==> config.mk <==
export PLATFORM = sky130hd
export DESIGN_NAME = cnu_ms_pipe
export DESIGN_NICKNAME = d
export VERILOG_FILES = /design/src/rtl/cnu_ms_pipe.sv
export SDC_FILE = /design/constraint.sdc
export NUM_CORES = 1
export LEC_CHECK = 0
export CELL_PAD_IN_SITES_DETAIL_PLACEMENT = 1
export CELL_PAD_IN_SITES_GLOBAL_PLACEMENT = 1
export CORE_MARGIN = 2
export CORE_UTILIZATION = 29
export CTS_CLUSTER_DIAMETER = 150
export DETAILED_ROUTE_END_ITERATION = 10
export PLACE_DENSITY = 0.7
export SYNTH_ARGS = -nofsm -noshare
export SYNTH_HDL_FRONTEND = slang
export SYNTH_SLANG_ARGS = --single-unit
==> constraint.sdc <==
create_clock -name sys_clk -period 7.8 [get_ports sys_clk]
set_clock_uncertainty 0.1 [all_clocks]
set_input_delay 1.56 -clock sys_clk [delete_from_list [all_inputs] [get_ports sys_clk]]
set_output_delay 1.56 -clock sys_clk [all_outputs]
set_load 0.1 [all_outputs]
==> src/rtl/cnu_ms_pipe.sv <==
// Offset min-sum LDPC check node unit: packed v2c set in, packed c2v set plus min1 edge index out.
// Latency: three register stages (S1 input, S2 min-finder, S3 output); one beat per cycle.
// Backpressure: single advance enable (~out_valid | out_ready) freezes every stage; in_ready = advance.
// Optional: define CNU_NORM_SCALE_EN for normalized-offset min-sum (mag - (mag >> ALPHA_SHIFT) before offset).
module cnu_ms_pipe #(
  parameter int CN_DEGREE   = 6,
  parameter int QUAN_SIZE   = 4,
  parameter int MAG_SIZE    = QUAN_SIZE - 1,
  parameter int IDX_W       = $clog2(CN_DEGREE),
  parameter int OFFSET      = 1,
  parameter int ALPHA_SHIFT = 2
) (
  input  logic                           sys_clk,
  input  logic                           rstn,
  input  logic                           in_valid,
  output logic                           in_ready,
  input  logic [CN_DEGREE*QUAN_SIZE-1:0] v2c_msg,
  output logic                           out_valid,
  input  logic                           out_ready,
  output logic [CN_DEGREE*QUAN_SIZE-1:0] c2v_msg,
  output logic [IDX_W-1:0]               min1_idx
);

  localparam int W = CN_DEGREE * QUAN_SIZE;

  // Reject illegal configurations at elaboration time.
  if (CN_DEGREE < 2 || CN_DEGREE > 32 || MAG_SIZE != QUAN_SIZE - 1 || ALPHA_SHIFT < 0) begin : g_param_err
    $error("cnu_ms_pipe: illegal parameter combination");
  end

  logic adv;

  // S1 state
  logic                 s1_vld;
  logic [W-1:0]         s1_dat;
  logic [CN_DEGREE-1:0] s1_sgn;
  logic [MAG_SIZE-1:0]  s1_mag [CN_DEGREE];

  // S2 combinational results and state
  logic [MAG_SIZE-1:0]  min1_c;
  logic [MAG_SIZE-1:0]  min2_c;
  logic [IDX_W-1:0]     idx_c;
  logic                 sgn_all_c;
  logic                 s2_vld;
  logic [MAG_SIZE-1:0]  s2_min1;
  logic [MAG_SIZE-1:0]  s2_min2;
  logic [IDX_W-1:0]     s2_idx;
  logic                 s2_sgn_all;
  logic [CN_DEGREE-1:0] s2_sgn;

  // S3 combinational results
  logic [W-1:0]         c2v_c;
  logic [MAG_SIZE-1:0]  sel_mag;
  logic [MAG_SIZE:0]    diff;
  logic [MAG_SIZE-1:0]  out_mag;
  logic                 out_sgn;

  // A whole-pipe stall happens only when the output holds a beat nobody takes.
  assign adv      = ~out_valid | out_ready;
  assign in_ready = adv;

  // S1: capture the raw v2c beat.
  always_ff @(posedge sys_clk or negedge rstn) begin
    if (!rstn) begin
      s1_vld <= 1'b0;
      s1_dat <= '0;
    end else if (adv) begin
      s1_vld <= in_valid;
      s1_dat <= v2c_msg;
    end
  end

  // Split each registered message into sign and magnitude.
  always_comb begin
    s1_sgn = '0;
    for (int i = 0; i < CN_DEGREE; i++) begin
      s1_sgn[i] = s1_dat[i*QUAN_SIZE + MAG_SIZE];
      s1_mag[i] = s1_dat[i*QUAN_SIZE +: MAG_SIZE];
    end
  end

  // Running two-minimum search; strict '<' keeps the lowest index on ties,
  // and a tied value still lands in min2 so min2 == min1 in that case.
  always_comb begin
    min1_c    = '1;
    min2_c    = '1;
    idx_c     = '0;
    sgn_all_c = ^s1_sgn;
    for (int i = 0; i < CN_DEGREE; i++) begin
      if (s1_mag[i] < min1_c) begin
        min2_c = min1_c;
        min1_c = s1_mag[i];
        idx_c  = IDX_W'(i);
      end else if (s1_mag[i] < min2_c) begin
        min2_c = s1_mag[i];
      end
    end
  end

  // S2: register the minima, the overall sign parity and the per-edge signs.
  always_ff @(posedge sys_clk or negedge rstn) begin
    if (!rstn) begin
      s2_vld     <= 1'b0;
      s2_min1    <= '0;
      s2_min2    <= '0;
      s2_idx     <= '0;
      s2_sgn_all <= 1'b0;
      s2_sgn     <= '0;
    end else if (adv) begin
      s2_vld     <= s1_vld;
      s2_min1    <= min1_c;
      s2_min2    <= min2_c;
      s2_idx     <= idx_c;
      s2_sgn_all <= sgn_all_c;
      s2_sgn     <= s1_sgn;
    end
  end

  // Build each c2v message: extrinsic minimum, optional scaling, clamped offset, no negative zero.
  always_comb begin
    c2v_c   = '0;
    sel_mag = '0;
    diff    = '0;
    out_mag = '0;
    out_sgn = 1'b0;
    for (int i = 0; i < CN_DEGREE; i++) begin
      sel_mag = (IDX_W'(i) == s2_idx) ? s2_min2 : s2_min1;
`ifdef CNU_NORM_SCALE_EN
      sel_mag = sel_mag - (sel_mag >> ALPHA_SHIFT);
`endif
      diff    = {1'b0, sel_mag} - (MAG_SIZE+1)'(OFFSET);
      out_mag = diff[MAG_SIZE] ? '0 : diff[MAG_SIZE-1:0];
      out_sgn = (out_mag != '0) & (s2_sgn_all ^ s2_sgn[i]);
      c2v_c[i*QUAN_SIZE +: QUAN_SIZE] = {out_sgn, out_mag};
    end
  end

  // S3: output register, held while the consumer stalls.
  always_ff @(posedge sys_clk or negedge rstn) begin
    if (!rstn) begin
      out_valid <= 1'b0;
      c2v_msg   <= '0;
      min1_idx  <= '0;
    end else if (adv) begin
      out_valid <= s2_vld;
      c2v_msg   <= c2v_c;
      min1_idx  <= s2_idx;
    end
  end

endmodule
==> results.json, run 1 <==
{
  "outcome": "complete, no violations",
  "cpLargestDelayFamily": "compound AO/OA/AOI/OAI gates",
  "min_period_over_period_pct": 86.8,
  "antenna_found_initial": 0,
  "floorplan.rows": 45,
  "maxClockFrequency_ghz": 0.148,
  "gate_count_post_synth": 500,
  "cp-end-kind": "register",
  "slew-limit-headroom_pct": 34.7,
  "core-area_um2": 15000,
  "timing.hold.worst_path_depth": 2,
  "unrepaired_setup_endpoints_after_global_routing": "false",
  "worstSetupPathDepth": 25,
  "cts_repair_resize_count": 0,
  "grt_most_used_layer": "met2",
  "grt_first_pass_wirelength_um": 19400,
  "start_util_pct": 29.4,
  "worstSkewPairLatency_ns": 0.33,
  "first_global_vias": 3901,
  "cap_viol_max_count": 0,
  "ff2ff_path_depth": 25,
  "fraction_of_layout_instances_using_a_drive_strength_above_1_pct": 7.39,
  "worst-path-buf-inv": 1,
  "synthesis.area_per_instance_um2": 8.83,
  "io_buffers": 56,
  "cts.path.max_buffers": 2,
  "timing_hold_violations_final": 0,
  "cts_num_sinks": 70,
  "wl_cell_um": 14.9,
  "diodes": 0,
  "firstDrtPassIters": 4,
  "number_of_enable_flip_flop_cells_after_synthesis": 0,
  "grt.met3_usage_pct": 2.55,
  "crit_fanout": 11,
  "routed_wl_um": 11100,
  "detailed_place_hpwl_um": 8060,
  "fillerInstances": 1722,
  "synth.cell_area_um2": 4410,
  "yosys_warnings": 0,
  "ctsHtreeMaxLevel": 3,
  "detail_route.vias_per_cell": 4.99,
  "gr_layer_usage_met2_pct": 23.5,
  "hold_buffers": 0,
  "place.gp.congestion": 0.803,
  "worst_ep_arrival_time_ns": 6.93,
  "cpPeakStageDelay_ns": 0.65,
  "worstMarginPinSlew_ns": 0.977,
  "postSynthNetCount": 557,
  "ios": 57,
  "post-cts-setup-buffers": 0,
  "critical-path-slowest-cell": "sky130_fd_sc_hd__a2bb2oi_1",
  "global_route.overflow_total": 0,
  "worstSetupPathType": "reg -> reg",
  "numCtsBuffers": 9,
  "vias": 3704,
  "clock_tree.root_cell": "sky130_fd_sc_hd__clkbuf_16",
  "grt_start_max_net_pins": 76,
  "grt_use_met1_pct": 20.4,
  "total_drc_errors_in_the_routed_layout": 0,
  "setup.worst_path.start_class": "register",
  "final-setup-viol-count": 0,
  "setup-tns-final_ns": 0,
  "synth.ff_latch_count": 70,
  "drt_iter0_markers": 137,
  "clock_slew_at_reported_path_ffs_ns": 0.06,
  "yosys_most_used_dff": "sky130_fd_sc_hd__dfrtp_1",
  "hold_path_class": "reg -> reg",
  "grt.total_usage_pct": 14.8,
  "die_w_um": 127,
  "ant_nets": 0,
  "final_net_count": 607,
  "postSynth.asyncResetShare_pct": 100,
  "floorplan.die_area_um2": 16200,
  "cts_tree": "built",
  "worst_ep_required_time_ns": 7.96,
  "ys_seq_area_share_pct": 39.7,
  "area_growth_syn_to_layout_pct": 23.8,
  "report.final.slew_viol_count": 0,
  "netlist-cell-type-count": 59,
  "minimum_period_implied_by_the_final_worst_setup_slack_ns": 6.77,
  "fp.dieH_um": 127
}
[worst paths after layout]
path	slack (ns)	to	from
max	1.03	s2_min2[2]$_DFFE_PN0P_	s1_dat[6]$_DFFE_PN0P_
min	0.36	s2_vld$_DFFE_PN0P_	s2_vld$_DFFE_PN0P_
max reg2reg	1.03	s2_min2[2]$_DFFE_PN0P_	s1_dat[6]$_DFFE_PN0P_
min reg2reg	0.36	s2_vld$_DFFE_PN0P_	s2_vld$_DFFE_PN0P_
max in group asynchronous	5.64	c2v_msg[9]$_DFFE_PN0P_	rstn
min in group asynchronous	1.30	s1_dat[10]$_DFFE_PN0P_	rstn
[placed cells by master (no fill, tap or decap), types with 6 or more instances in the layout]
cell type / n
sky130_fd_sc_hd__xnor2_1: 17
sky130_fd_sc_hd__ha_1: 29
sky130_fd_sc_hd__nand3_1: 13
sky130_fd_sc_hd__a21oi_1: 12
sky130_fd_sc_hd__mux2i_1: 22
sky130_fd_sc_hd__o211ai_1: 8
sky130_fd_sc_hd__nor2_1: 20
sky130_fd_sc_hd__nand2_1: 148
sky130_fd_sc_hd__clkbuf_16: 9
sky130_fd_sc_hd__and3_1: 6
sky130_fd_sc_hd__o41ai_1: 6
sky130_fd_sc_hd__clkdlybuf4s50_1: 55
sky130_fd_sc_hd__o21a_1: 10
sky130_fd_sc_hd__nor3b_1: 9
sky130_fd_sc_hd__inv_1: 17
sky130_fd_sc_hd__dfrtp_1: 70
sky130_fd_sc_hd__o31ai_1: 8
sky130_fd_sc_hd__o21ai_0: 13
[state kept, by name (all words and copies together), names as in the netlist]
register and cells:
c2v_msg 24, s2_min2 3, s2_sgn 6, s2_vld 1
s2_idx 3, s1_vld 1, s2_min1 3, s1_dat 24
out_valid 1, s2_sgn_all 1, min1_idx 3
[layout make-up]
cell class | count | area [um^2] | area share [%]
Multi-Input combinational cell | 392 | 2520 | 46.2
Sequential cell | 70 | 1750 | 32.1
Timing Repair Buffer | 59 | 578 | 10.6
Clock buffer | 10 | 239 | 4.37
Tap cell | 188 | 235 | 4.31
Clock inverter | 6 | 68.8 | 1.26
Inverter | 18 | 67.6 | 1.24
[logic make-up after synthesis]
kind of cell	share of synthesized area, %
flops	39.7
buf+inv	3.29
compound gates	17.1
fa+ha+maj	8.22
mux	5.93
simple gates	22.4
xor+xnor	3.37
[cells in the mapped netlist (2+ instances only)]
cell                         n  area [um^2]
sky130_fd_sc_hd__nand2_1   148          556
sky130_fd_sc_hd__dfrtp_1    70         1750
sky130_fd_sc_hd__ha_1       29          363
sky130_fd_sc_hd__mux2i_1    22          220
sky130_fd_sc_hd__nor2_1     20         75.1
sky130_fd_sc_hd__inv_1      18         67.6
sky130_fd_sc_hd__xnor2_1    17          149
sky130_fd_sc_hd__clkbuf_1   13         48.8
sky130_fd_sc_hd__nand3_1    13         65.1
sky130_fd_sc_hd__o21ai_0    13         65.1
sky130_fd_sc_hd__a21oi_1    12         60.1
sky130_fd_sc_hd__o21a_1     10         75.1
sky130_fd_sc_hd__nor3b_1     9         67.6
sky130_fd_sc_hd__o211ai_1    8         60.1
sky130_fd_sc_hd__o31ai_1     8         60.1
sky130_fd_sc_hd__and3_1      6         37.5
sky130_fd_sc_hd__o41ai_1     6         52.6
sky130_fd_sc_hd__a211oi_1    5         37.5
sky130_fd_sc_hd__a21o_1      5         37.5
sky130_fd_sc_hd__buf_1       5         18.8
sky130_fd_sc_hd__nor3_1      5         25.0
sky130_fd_sc_hd__nand2b_1    4         25.0
sky130_fd_sc_hd__o21bai_1    4         30.0
sky130_fd_sc_hd__a31oi_1     3         18.8
sky130_fd_sc_hd__nand3b_1    3         22.5
sky130_fd_sc_hd__nor2b_1     3         18.8
sky130_fd_sc_hd__o21ai_1     3         15.0
sky130_fd_sc_hd__o22ai_1     3         18.8
sky130_fd_sc_hd__a21o_2      2         17.5
sky130_fd_sc_hd__and2_1      2         12.5
sky130_fd_sc_hd__buf_2       2         10.0
sky130_fd_sc_hd__mux2_4      2         30.0
[worst min-delay path: cells and delay by family (launching register included)]
kind	cells	cell delay, ns
simple gates	2	0.09
flops	1	0.33
[through the flow]
stage | util (%) | setup slack [ns] | hold slack, ns | area, um^2 | cells
floorplan | - | 2.19 | 0.330 | 4410 | 500
global placement | 34.3 | 1.36 | 0.341 | 5160 | 727
detailed placement | 34.3 | 1.03 | 0.352 | 5160 | 727
CTS | 36.3 | 1.01 | 0.361 | 5460 | 743
global route | 36.3 | 0.437 | 0.388 | 5460 | 743
finish | 36.3 | 1.03 | 0.356 | 5460 | 743
[metal layers]
layer / routed length (um) / up-vias
li1: - / 1831
met1: 5570 / 1818
met2: 5020 / 45
met3: 308 / 10
met4: 148 / 0
met5: 0 / -
Power of run 1 is not shown: default switching activity piles up to over one toggle a cycle in this logic, so the estimate is an artifact.
==> run 2: changes to the inputs <==
- REMOVE_ABC_BUFFERS: not set -> 1
==> run 2 against run 1 <==
Effect of this change:
- register-to-register slack got worse by 0.098 ns
- global-route usage decreased by 0.32 points
- highest routed layer unchanged
- die area unchanged
- critical endpoint unchanged
==> results.json, run 2 (synthesis gave the netlist of run 1 again) <==
{
  "min_period_over_period_pct": 88.1,
  "layout_commonest_cell": "sky130_fd_sc_hd__nand2_1",
  "minimum_period_implied_by_the_final_worst_setup_slack_ns": 6.87,
  "report.final.slew_viol_count": 0,
  "post-cts-setup-buffers": 0,
  "place.gp.congestion": 0.803,
  "critical-path-slowest-cell": "sky130_fd_sc_hd__a2bb2oi_1",
  "start_util_pct": 29.4,
  "cpPeakStageDelay_ns": 0.66,
  "core-area_um2": 15000,
  "drt_iter0_markers": 107,
  "hold_path_class": "reg -> reg",
  "worst-path-buf-inv": 1,
  "setup.worst_path.start_class": "register",
  "floorplan.die_area_um2": 16200,
  "worst_ep_required_time_ns": 7.97,
  "timing_hold_violations_final": 0,
  "routed_wl_um": 10900,
  "ctsHtreeMaxLevel": 3,
  "crit_fanout": 11,
  "first_global_vias": 3837,
  "area_growth_syn_to_layout_pct": 23.8,
  "outcome": "complete, no violations",
  "worstSetupPathType": "reg -> reg",
  "clock_tree.root_cell": "sky130_fd_sc_hd__clkbuf_16",
  "hold_buffers": 0,
  "global_route.overflow_total": 0,
  "cts_tree": "built",
  "worst_ep_arrival_time_ns": 7.04,
  "cap_viol_max_count": 0,
  "clock_slew_at_reported_path_ffs_ns": 0.06,
  "fillerInstances": 1752,
  "ff_latch_area_um2": 1750,
  "worstMarginPinSlew_ns": 0.979,
  "slew-limit-headroom_pct": 34.5,
  "min-delay-start": "min1_idx[2]$_DFFE_PN0P_",
  "floorplan.rows": 45,
  "final_net_count": 607,
  "ios": 57,
  "cts_num_sinks": 70,
  "crit_start": "s1_dat[6]$_DFFE_PN0P_",
  "maxClockFrequency_ghz": 0.146,
  "grt_start_max_net_pins": 76,
  "antenna_found_initial": 0,
  "cts_repair_resize_count": 0,
  "wl_cell_um": 14.7,
  "timing.rr.start": "s1_dat[6]$_DFFE_PN0P_",
  "setup-tns-final_ns": 0,
  "total_drc_errors_in_the_routed_layout": 0,
  "cts.path.max_buffers": 2,
  "grt.total_usage_pct": 14.4,
  "diodes": 0,
  "fraction_of_layout_instances_using_a_drive_strength_above_1_pct": 7.22,
  "firstDrtPassIters": 4,
  "unrepaired_setup_endpoints_after_global_routing": "false",
  "ant_nets": 0,
  "vias": 3673,
  "io_buffers": 56,
  "fin_cells": 742,
  "cpLargestDelayFamily": "compound AO/OA/AOI/OAI gates",
  "worstSkewPairLatency_ns": 0.34,
  "multi_input_area_um2": 2520,
  "fp.dieH_um": 127,
  "most-common-layout-cells": "sky130_fd_sc_hd__nand2_1 (148), sky130_fd_sc_hd__dfrtp_1 (70), sky130_fd_sc_hd__clkdlybuf4s50_1 (55)",
  "final-setup-viol-count": 0,
  "cp-end-kind": "register",
  "reg_top3": "c2v_msg x24, s1_dat x24, s2_sgn x6",
  "die_w_um": 127,
  "detail_route.vias_per_cell": 4.95,
  "detailed_place_hpwl_um": 7870,
  "dpl.cell_count": 727,
  "numCtsBuffers": 9,
  "hold_ws_ns": 0.367,
  "grt_first_pass_wirelength_um": 18700
}
run 2: worst register-to-register path, cell delays in order (launching register included):
cell and delay (ns):
sky130_fd_sc_hd__dfrtp_1 0.42, sky130_fd_sc_hd__ha_1 0.39, sky130_fd_sc_hd__and2_1 0.18, sky130_fd_sc_hd__o22ai_1 0.27, sky130_fd_sc_hd__ha_1 0.29, sky130_fd_sc_hd__nor2_1 0.07, sky130_fd_sc_hd__o21bai_2 0.30, sky130_fd_sc_hd__and2_4 0.25
sky130_fd_sc_hd__mux2_4 0.33, sky130_fd_sc_hd__ha_1 0.28, sky130_fd_sc_hd__nor2_1 0.04, sky130_fd_sc_hd__nor2_1 0.09, sky130_fd_sc_hd__nor2_1 0.08, sky130_fd_sc_hd__a21oi_1 0.58, sky130_fd_sc_hd__nor2_1 0.08, sky130_fd_sc_hd__a21oi_1 0.27
sky130_fd_sc_hd__inv_1 0.08, sky130_fd_sc_hd__ha_1 0.24, sky130_fd_sc_hd__o41ai_4 0.56, sky130_fd_sc_hd__mux2i_1 0.35, sky130_fd_sc_hd__ha_1 0.20, sky130_fd_sc_hd__a21oi_1 0.12, sky130_fd_sc_hd__nand2b_1 0.11, sky130_fd_sc_hd__a2bb2oi_1 0.66
sky130_fd_sc_hd__mux2_4 0.36, sky130_fd_sc_hd__a21oi_2 0.13
run 2: area by class of cell:
class	instances	share of cell area (%)
tap	188	4.30
multi-input combinational	392	46.2
inverter	18	1.24
clock inverter	3	0.778
sequential	70	32.1
clock buffer	12	4.88
timing repair buffer	59	10.6
run 2: per-layer routing:
layer	vias to the layer above	share of wire, %	track usage [%]
met1	1762	46	18.2
met4	0	1.7	5.37
met2	58	49	24.2
met5	-	0	0
met3	17	3.4	3.35
li1	1836	-	-
run 2: worst paths after layout:
kind                                      endpoint  slack, ns  cells after the start
setup / recovery            s2_min2[2]$_DFFE_PN0P_       0.93                     25
hold / removal             min1_idx[2]$_DFFE_PN0P_       0.37                      2
setup reg to reg            s2_min2[2]$_DFFE_PN0P_       0.93                     25
hold reg to reg            min1_idx[2]$_DFFE_PN0P_       0.37                      2
max in group asynchronous   s1_dat[16]$_DFFE_PN0P_       5.68                      2
min in group asynchronous    s1_dat[1]$_DFFE_PN0P_       1.33                      2
run 2: through the flow:
stage               setup slack (ns)  cell area, um^2  utilization (%)
finish                         0.932             5470             36.4
global route                   0.295             5470             36.4
CTS                            0.947             5470             36.4
detailed placement             0.973             5160             34.3
global placement                1.41             5160             34.3
floorplan                      0.162             4340                -
Power of run 2 is left out for the same reason.
==> run 3: changes to the inputs <==
- ABC_CLOCK_PERIOD_IN_PS: not set -> 7800
- CTS_CLUSTER_SIZE: not set -> 20
- SKIP_CTS_REPAIR_TIMING: not set -> 1
==> results of run 3 <==
Same layout as run 2: the final DEF is identical, and so are final timing and power.
Power of run 3 is left out for the same reason.
